## config.mk

```make
export PLATFORM = sky130hd
export DESIGN_NAME = cache_line_tester_flat
export DESIGN_NICKNAME = d
export VERILOG_FILES = /design/src/rtl/cache_line_tester_if.sv /design/src/rtl/cache_line_tester.sv /design/src/flat_wrapper.sv
export SDC_FILE = /design/constraint.sdc
export NUM_CORES = 1
export LEC_CHECK = 0
export ABC_AREA = 1
export BUFFER_PORTS_ARGS = -buffer_cell sky130_fd_sc_hd__buf_2
export CAP_MARGIN = 20
export CORE_AREA = 5 5 458 460
export DETAILED_ROUTE_END_ITERATION = 10
export DIE_AREA = 0 0 463 465
export SYNTH_ARGS = -nofsm -noshare
export SYNTH_HDL_FRONTEND = slang
export SYNTH_SLANG_ARGS = --single-unit
```

## constraint.sdc

```tcl
create_clock -name clock -period 3.1 [get_ports clock]
set_clock_uncertainty 0.2 [all_clocks]
set_input_delay 0.31 -clock clock [delete_from_list [all_inputs] [get_ports clock]]
set_output_delay 0.31 -clock clock [all_outputs]
set_load 0.1 [all_outputs]
```

## src/rtl/cache_line_tester_if.sv

```systemverilog
// Line-request bus between the cache line tester (master) and a line memory (slave).
// Handshake: the master raises o_req together with o_addr/o_wen/o_wdata and holds all of
// them stable until it samples i_ack high. The transfer happens on the rising edge where
// o_req and i_ack are both high, and a read returns i_rdata in that same cycle. i_ack
// while o_req is low has no meaning and is ignored.
interface cache_line_tester_if #(
    parameter int ADDR_W    = 64,
    parameter int LINE_BITS = 512
);
    logic                 o_req;
    logic                 i_ack;
    logic [ADDR_W-1:0]    o_addr;
    logic                 o_wen;
    logic [LINE_BITS-1:0] o_wdata;
    logic [LINE_BITS-1:0] i_rdata;

    modport master (output o_req, o_addr, o_wen, o_wdata, input i_ack, i_rdata);
    modport slave  (input o_req, o_addr, o_wen, o_wdata, output i_ack, i_rdata);
endinterface

```

## src/rtl/cache_line_tester.sv

```systemverilog
// Cache-line traffic generator and checker. Writes an address-derived pattern to a
// block of consecutive lines, reads the lines back and counts the mismatching ones.
module cache_line_tester #(
    parameter int                LINE_BITS = 512,
    parameter int                ADDR_W    = 64,
    parameter logic [ADDR_W-1:0] BASE_ADDR = 64'h8000_0000,
    parameter int                NUM_LINES = 4,
    parameter int                INTERVAL  = 1000,
    parameter int                MODE      = 2,
    parameter logic [63:0]       SEED      = 64'h0
) (
    input  logic                clock,
    input  logic                reset,
    input  logic                i_start,
    output logic                o_busy,
    output logic                o_done,
    output logic                o_pass,
    output logic [15:0]         o_err_count,
    output logic [ADDR_W-1:0]   o_first_err_addr,
    output logic [2:0]          o_state,
    cache_line_tester_if.master io_line
);

    localparam int                IDX_W      = (NUM_LINES > 1) ? $clog2(NUM_LINES) : 1;
    localparam int                CNT_W      = (INTERVAL > 1) ? $clog2(INTERVAL) : 1;
    localparam logic [IDX_W-1:0]  IDX_LAST   = IDX_W'(NUM_LINES - 1);
    localparam logic [CNT_W-1:0]  CNT_LAST   = CNT_W'(INTERVAL - 1);
    localparam logic [ADDR_W-1:0] LINE_BYTES = ADDR_W'(LINE_BITS / 8);

    typedef enum logic [2:0] {
        S_IDLE  = 3'd0,
        S_WAIT  = 3'd1,
        S_REQ   = 3'd2,
        S_CHECK = 3'd3,
        S_NEXT  = 3'd4,
        S_DONE  = 3'd5
    } state_t;

    state_t                r_state;
    logic [IDX_W-1:0]      r_idx;
    logic [CNT_W-1:0]      r_cnt;
    logic                  r_read_pass;
    logic                  r_busy;
    logic                  r_done;
    logic                  r_pass;
    logic [15:0]           r_err_count;
    logic [ADDR_W-1:0]     r_first_err_addr;
    logic                  r_req;
    logic [ADDR_W-1:0]     r_addr;
    logic                  r_wen;
    logic [LINE_BITS-1:0]  r_wdata;
    logic [LINE_BITS-1:0]  r_rdata;

    logic [ADDR_W-1:0]     w_line_addr;
    logic [LINE_BITS-1:0]  w_line_pat;

    // Lane j of the line at address a is (a + 8*j) ^ SEED, all in 64-bit arithmetic.
    function automatic logic [LINE_BITS-1:0] line_pattern(input logic [ADDR_W-1:0] a);
        logic [LINE_BITS-1:0] p;
        logic [63:0]          a64;
        a64 = 64'(a);
        p   = '0;
        for (int j = 0; j < LINE_BITS / 64; j++) begin
            p[j*64 +: 64] = (a64 + 64'(j) * 64'd8) ^ SEED;
        end
        return p;
    endfunction

    // Address and expected contents of the line selected by the current index.
    assign w_line_addr = BASE_ADDR + ADDR_W'(r_idx) * LINE_BYTES;
    assign w_line_pat  = line_pattern(w_line_addr);

    assign o_busy           = r_busy;
    assign o_done           = r_done;
    assign o_pass           = r_pass;
    assign o_err_count      = r_err_count;
    assign o_first_err_addr = r_first_err_addr;
    assign o_state          = r_state;
    assign io_line.o_req    = r_req;
    assign io_line.o_addr   = r_addr;
    assign io_line.o_wen    = r_wen;
    assign io_line.o_wdata  = r_wdata;

    // Run sequencer: interval wait, one request at a time, compare on reads, pass/line stepping.
    always_ff @(posedge clock) begin
        if (reset) begin
            r_state          <= S_IDLE;
            r_idx            <= '0;
            r_cnt            <= '0;
            r_read_pass      <= 1'b0;
            r_busy           <= 1'b0;
            r_done           <= 1'b0;
            r_pass           <= 1'b0;
            r_err_count      <= '0;
            r_first_err_addr <= '0;
            r_req            <= 1'b0;
            r_addr           <= BASE_ADDR;
            r_wen            <= 1'b0;
            r_wdata          <= '0;
            r_rdata          <= '0;
        end else begin
            case (r_state)
                S_IDLE, S_DONE: begin
                    if (i_start) begin
                        r_err_count      <= '0;
                        r_first_err_addr <= '0;
                        r_done           <= 1'b0;
                        r_pass           <= 1'b0;
                        r_busy           <= 1'b1;
                        r_idx            <= '0;
                        r_cnt            <= '0;
                        r_read_pass      <= (MODE == 1);
                        r_state          <= S_WAIT;
                    end
                end
                S_WAIT: begin
                    if (r_cnt == CNT_LAST) begin
                        r_cnt   <= '0;
                        r_req   <= 1'b1;
                        r_addr  <= w_line_addr;
                        r_wen   <= ~r_read_pass;
                        // Held for reads too: it is the reference the CHECK cycle compares against.
                        r_wdata <= w_line_pat;
                        r_state <= S_REQ;
                    end else begin
                        r_cnt <= r_cnt + CNT_W'(1);
                    end
                end
                S_REQ: begin
                    if (r_req && io_line.i_ack) begin
                        r_req <= 1'b0;
                        if (r_wen) begin
                            r_state <= S_NEXT;
                        end else begin
                            r_rdata <= io_line.i_rdata;
                            r_state <= S_CHECK;
                        end
                    end
                end
                S_CHECK: begin
                    if (r_rdata != r_wdata) begin
                        if (r_err_count != 16'hFFFF) begin
                            r_err_count <= r_err_count + 16'd1;
                        end
                        if (r_err_count == 16'd0) begin
                            r_first_err_addr <= r_addr;
                        end
                    end
                    r_state <= S_NEXT;
                end
                S_NEXT: begin
                    if (r_idx < IDX_LAST) begin
                        r_idx   <= r_idx + IDX_W'(1);
                        r_state <= S_WAIT;
                    end else if (!r_read_pass && (MODE == 2)) begin
                        r_read_pass <= 1'b1;
                        r_idx       <= '0;
                        r_state     <= S_WAIT;
                    end else begin
                        r_busy  <= 1'b0;
                        r_done  <= 1'b1;
                        r_pass  <= (r_err_count == 16'd0);
                        r_state <= S_DONE;
                    end
                end
                default: r_state <= S_IDLE;
            endcase
        end
    end

endmodule

```

## src/flat_wrapper.sv

```systemverilog
// flat-port wrapper written by rule: the top's interface ports become plain ports
module cache_line_tester_flat 
#(
    parameter int                LINE_BITS = 512,
    parameter int                ADDR_W    = 64,
    parameter logic [ADDR_W-1:0] BASE_ADDR = 64'h8000_0000,
    parameter int                NUM_LINES = 4,
    parameter int                INTERVAL  = 1000,
    parameter int                MODE      = 2,
    parameter logic [63:0]       SEED      = 64'h0
)
  (clock, reset, i_start, o_busy, o_done, o_pass, o_err_count, o_first_err_addr, o_state, io_line_o_req, io_line_o_addr, io_line_o_wen, io_line_o_wdata, io_line_i_ack, io_line_i_rdata);
  cache_line_tester_if #(.ADDR_W(ADDR_W), .LINE_BITS(LINE_BITS)) io_line_i ();
  input  logic clock;
  input  logic reset;
  input  logic i_start;
  output logic o_busy;
  output logic o_done;
  output logic o_pass;
  output logic [15:0] o_err_count;
  output logic [ADDR_W-1:0] o_first_err_addr;
  output logic [2:0] o_state;
  output wire logic [$bits(io_line_i.o_req)-1:0] io_line_o_req;
  output wire logic [$bits(io_line_i.o_addr)-1:0] io_line_o_addr;
  output wire logic [$bits(io_line_i.o_wen)-1:0] io_line_o_wen;
  output wire logic [$bits(io_line_i.o_wdata)-1:0] io_line_o_wdata;
  input wire logic [$bits(io_line_i.i_ack)-1:0] io_line_i_ack;
  input wire logic [$bits(io_line_i.i_rdata)-1:0] io_line_i_rdata;
  assign io_line_o_req = io_line_i.o_req;
  assign io_line_o_addr = io_line_i.o_addr;
  assign io_line_o_wen = io_line_i.o_wen;
  assign io_line_o_wdata = io_line_i.o_wdata;
  assign io_line_i.i_ack = io_line_i_ack;
  assign io_line_i.i_rdata = io_line_i_rdata;
  cache_line_tester #(.LINE_BITS(LINE_BITS), .ADDR_W(ADDR_W), .BASE_ADDR(BASE_ADDR), .NUM_LINES(NUM_LINES), .INTERVAL(INTERVAL), .MODE(MODE), .SEED(SEED)) u_core (.clock(clock), .reset(reset), .i_start(i_start), .o_busy(o_busy), .o_done(o_done), .o_pass(o_pass), .o_err_count(o_err_count), .o_first_err_addr(o_first_err_addr), .o_state(o_state), .io_line(io_line_i));
endmodule
```

# After elaboration in Yosys (flattened, before gate mapping)
# Index checks and enable logic that the tools add are counted.
dict set report word_totals {
  regBits 1189
  in_bits 516
  output_inout_bits 664
  wordCells 101
}
dict set report classes {
  n_addsub 11
  order_cmp 1
  eq_ne 17
  muxes 38
  bitwise 2
  reduce_logical 18
}
# cell n
set ops {}
lappend ops {{512-bit inequality test} 1}
lappend ops {{64-bit by 6-bit adder with 64-bit output, second input constant} 4}
lappend ops {{64-bit 2-to-1 mux} 3}
lappend ops {{64-bit by 5-bit adder with 64-bit output, second input constant} 2}
lappend ops {{64-bit case mux with 2 select lines} 1}
lappend ops {{64-bit by 4-bit adder with 64-bit output, second input constant} 1}
lappend ops {{16-bit 2-to-1 mux} 3}
lappend ops {{32-bit by 8-bit adder with 33-bit output, first input constant} 1}
lappend ops {{16-bit case mux with 2 select lines} 1}
lappend ops {{10-bit 2-to-1 mux} 2}
lappend ops {{10-bit case mux with 2 select lines} 1}
lappend ops {{3-bit 2-to-1 mux} 6}
lappend ops {{16-bit by 1-bit adder with 16-bit output, second input constant} 1}
lappend ops {{16-bit logical NOT} 1}
lappend ops {{16-bit inequality test, second input constant} 1}
lappend ops {{3-bit case mux with 5 select lines} 1}
lappend ops {{3-bit AND reduction} 5}
lappend ops {{2-bit by 1-bit inequality test with 1-bit output, second input constant} 6}
lappend ops {{4-bit AND reduction} 3}
lappend ops {{1-bit 2-to-1 mux} 11}
lappend ops {{10-bit by 1-bit adder with 10-bit output, second input constant} 1}
lappend ops {{10-bit equality test, second input constant} 1}
lappend ops {{1-bit case mux with 2 select lines} 5}
lappend ops {{2-bit nonzero test} 4}
lappend ops {{14 further kinds} 21}

# Longest topological paths before layout
dict set report logic_depth {
  word_depth 4
  ltp_mapped 16
  depth_no_buf 15
}

# Least setup slack after synthesis
# Ideal clock, no wire load.
dict set report synth_timing {
  path_type {flip-flop to flip-flop}
  start {reg u_core.r_wdata[453] (netlist: u_core.io_line.o_wdata[453])}
  end {reg u_core.r_err_count[4] (netlist: u_core.o_err_count[4])}
  setup_time_ns 0.117
  arrival_time_ns 2.634
  required_time_ns 2.783
  setup_slack_ns 0.149
  path_stages_with_launch 16
  path_buffers 2
  synth_period_minus_slack_ns 2.951
  path_cell_list {dfxtp_1 -> buf_2 -> nand2_1 -> o21ai_0 -> nand2_1 -> inv_1 -> nand2_1 -> nor2_1 -> nand2_1 -> nor2_1 -> nand2_1 -> nor2_2 -> nor2_2 -> buf_2 -> nor2_1 -> nor2_1}
}
dict set report synth_between {
  elab_chain_len 3
}
# element line
set synth_lines {}
lappend synth_lines {{start: declaration} cache_line_tester.sv:51} ;# logic [LINE_BITS-1:0] r_wdata;
lappend synth_lines {{start signal: assignment} cache_line_tester.sv:123} ;# r_wdata <= w_line_pat;
lappend synth_lines {{512-bit inequality test} cache_line_tester.sv:141} ;# if (r_rdata != r_wdata) begin
lappend synth_lines {{2-bit by 1-bit inequality test with 1-bit output (no line)} --}
lappend synth_lines {{4-bit AND reduction (no line)} --}
lappend synth_lines {{end signal: assignment} cache_line_tester.sv:143} ;# r_err_count <= r_err_count + 16'd1;
lappend synth_lines {{end: declaration} cache_line_tester.sv:46} ;# logic [15:0] r_err_count;
# Every way passes these cells.
# A chain may end at the register's enable or synchronous reset.

# Worst setup path after layout
dict set report layout_timing {
  start {reg u_core.r_rdata[170]}
  end {reg u_core.r_err_count[10] (netlist: u_core.o_err_count[10])}
}
dict set report layout_between {
  elab_chain_len 3
}
# element line
set layout_lines {}
lappend layout_lines {{start: declaration} cache_line_tester.sv:52} ;# logic [LINE_BITS-1:0] r_rdata;
lappend layout_lines {{start signal: assignment} cache_line_tester.sv:135} ;# r_rdata <= io_line.i_rdata;
lappend layout_lines {{512-bit inequality test} cache_line_tester.sv:141}
lappend layout_lines {{2-bit by 1-bit inequality test with 1-bit output (no line)} --}
lappend layout_lines {{4-bit AND reduction (no line)} --}
# Every way passes these cells.

==> impl_metrics.toml <==
[status]
status = "completed"

[critical_path]
crit_slowest_cell = "nor2_1"
path_max_fanout = 30
cp-end-kind = "flip-flop"
start_kind = "flip-flop"
crit_path_max_incr_delay_ns = 0.36
crit_chain = "nor2_1 > nand2_1 > nor2_1 > nand2_1 > nor2_1 > nand2_1 > nor2_1 > buf_4 > nand3_1 > nor2_2 > nor2_4 > nand2_1 > nand2_1 > nor2_1"
crit_type = "reg2reg"
critPathRequiredTime_ns = 3.51
worstPathArrival_ns = 3.19

[timing]
finalCritPeriodShare = 0.8964
rsz0062_at_grt = "false"
worstMarginPinSlew_ns = 0.6864
setup_viol = 0
hold_ws_ns = 0.1323
relSlewSlack = 0.5413
fmax_mhz = 359.9
hold_viol_final = 0
final_max_slew_viol_count = 0
period_needed_ns = 2.779

[yosys]
synth_cell_types = 36
yosys.area.top_type = "dfxtp_1"
synthFlopType = "dfxtp_1"
synth_top_area_frac = 0.4169
avgSynthCellArea_um2 = 7.193
ys_seq_elements = 555
synthArstFlopShare = 0
synth-edff-count = 0
yosysWarnings = 0
ys_seq_area_frac = 0.4169
yosys-top-cells-area = "dfxtp_1 42%, buf_4 18%, nor2_1 16%"
netlist_area_um2 = 26650
syn_inst = 3705

[grt]
antenna_found_initial = 44
track_usage = 0.08886
gr-usage-met2 = 0.1591
grt.overflow.total = 0
grt_pass1_wl_mm = 146.6
met1_usage = 0.09613
grtUsageMet3 = 0.02679
grt_pass1_vias = 23790
grt-busiest-layer = "met2"
grt_max_degree = 97

[clock_tree]
cts_sinks = 555
cts_root_buf = "clkbuf_16"
cts_buffer_depth = 3
clk_latency_ns = 0.67
tritoncts = "built"
path_clk_slew_ns = 0.06
h-tree-depth = 3
cts-buffers-inserted = 71

[die]
start_util = 0.1296
die_area_um2 = 215300
die-height_um = 465
num_rows = 167
die_w_um = 463
ios = 1180
core_area_um2 = 205600

[power]
powerDensity_nw_per_um2 = 597.4
power_mw = 22.70
power_leakage_nw = 17.61
ir_worst_vdd_mv = 0.4017

[route]
drtAntennaViolNets = 0
drt_iter0_drc = 1239
drt-pass1-iter-count = 5
drc = 0
vias = 24860
vias_per_cell = 3.316
wire_per_inst_um = 13.59
drt_wl_total_mm = 101.9

[final_layout]
fin_nets = 5239
syn2layout_area_growth_pct = 42.62
drive_gt1_frac = 0.1622
final_common_cell = "nor2_1"
design_area_um2 = 38010
layout_common_cells = "1,117 x nor2_1, 599 x conb_1, 580 x buf_2, 554 x dfxtp_1, 542 x o21ai_0"

[worst_hold_path]
hp-class = "in2reg"

[placed_design]
dp_hpwl_mm = 75.39
place_congestion = 0.8135
place_area_um2 = 30240
io_buffers = 580

[job]
cap_viol_max_count = 0
## Yosys cell counts, types with 3 or more instances
cell type	instances
a21oi_1	160
a31oi_1	3
buf_2	47
buf_4	639
buf_6	14
clkbuf_1	111
dfxtp_1	555
ha_1	4
inv_1	174
inv_2	3
nand2_1	220
nand3_1	63
nand4_1	13
nor2_1	1120
nor3_1	8
o211ai_1	3
o21ai_0	542
## sequential cells by signal (all words and copies together), names as in the netlist
signal,flops
u_core.io_line.o_req,1
u_core.io_line.o_wdata,3
u_core.o_state,3
u_core.r_read_pass,1
u_core.o_first_err_addr,3
u_core.io_line.o_wen,1
u_core.o_pass,1
u_core.r_idx,2
u_core.o_done,1
u_core.o_err_count,16
u_core.o_busy,1
u_core.r_cnt,10
u_core.r_rdata,512
## metrics by stage
step | cells | setup WS, ns | setup TNS (ns) | util
floorplan | 4302 | 0.1490 | 0 | -
detailed placement | 6835 | -0.5895 | -9.850 | 0.1471
finish | 7496 | 0.3211 | 0 | 0.1849
global route | 7488 | 0.05688 | 0 | 0.1848
CTS | 7476 | 0.06953 | 0 | 0.1846
global placement | 6835 | -0.5742 | -9.965 | 0.1471
## final cells by class
type	instances	area (um2)
Multi-Input combinational cell	2757	11520
Sequential cell	555	11110
Tap cell	2704	3383
Antenna cell	20	50.05
Clock buffer	89	1936
Clock inverter	37	598.1
Fill cell	22980	167600
Inverter	177	679.4
Timing Repair Buffer	1157	8723
## worst max-delay path, delay by kind of cell (launching register included)
kind          cells  cell delay [ns]
simple gates     13             2.05
flops             1             0.31
buf+inv           1             0.16
## layer usage
metal | vias up | share of wire
li1 | 12550 | -
met1 | 11120 | 0.38
met2 | 987 | 0.50
met3 | 193 | 0.077
met4 | 8 | 0.044
met5 | - | 0.00053
## where the power goes
group,switching (mW),internal (mW)
Clock,3.55,5.41
Sequential,0.183,7.28
Combinational,5.22,1.06
## cells by family after synthesis
| family | count (synthesis) | share of synthesized area |
|---|---|---|
| AND/OR/NAND/NOR | 1437 | 0.2092 |
| buffers and inverters | 990 | 0.2356 |
| AO/OA/AOI/OAI | 715 | 0.1354 |
| flip-flops | 555 | 0.4169 |
| adder cells (fa/ha/maj) | 4 | 0.001878 |
| XOR/XNOR | 2 | 0.0006574 |
| other | 2 | 0.0002818 |
## timing repair
action / in CTS / in global routing
setup endpoints to repair: 19 / 1
buffers inserted: 0 / 0
resized for setup: 6 / 1
hold endpoints to repair: 530 / 0
hold buffers: 515 / 0
## worst paths after layout
check,startpoint,to,slack [ns],depth (start not counted)
setup / recovery,u_core.r_rdata[170],u_core.o_err_count[10],0.32,14
hold / removal,io_line_i_ack,u_core.io_line.o_req,0.13,6
setup reg to reg,u_core.r_rdata[170],u_core.o_err_count[10],0.32,14
hold reg to reg,u_core.r_read_pass,u_core.io_line.o_wen,0.23,1
(Power assumes the default switching activity.)
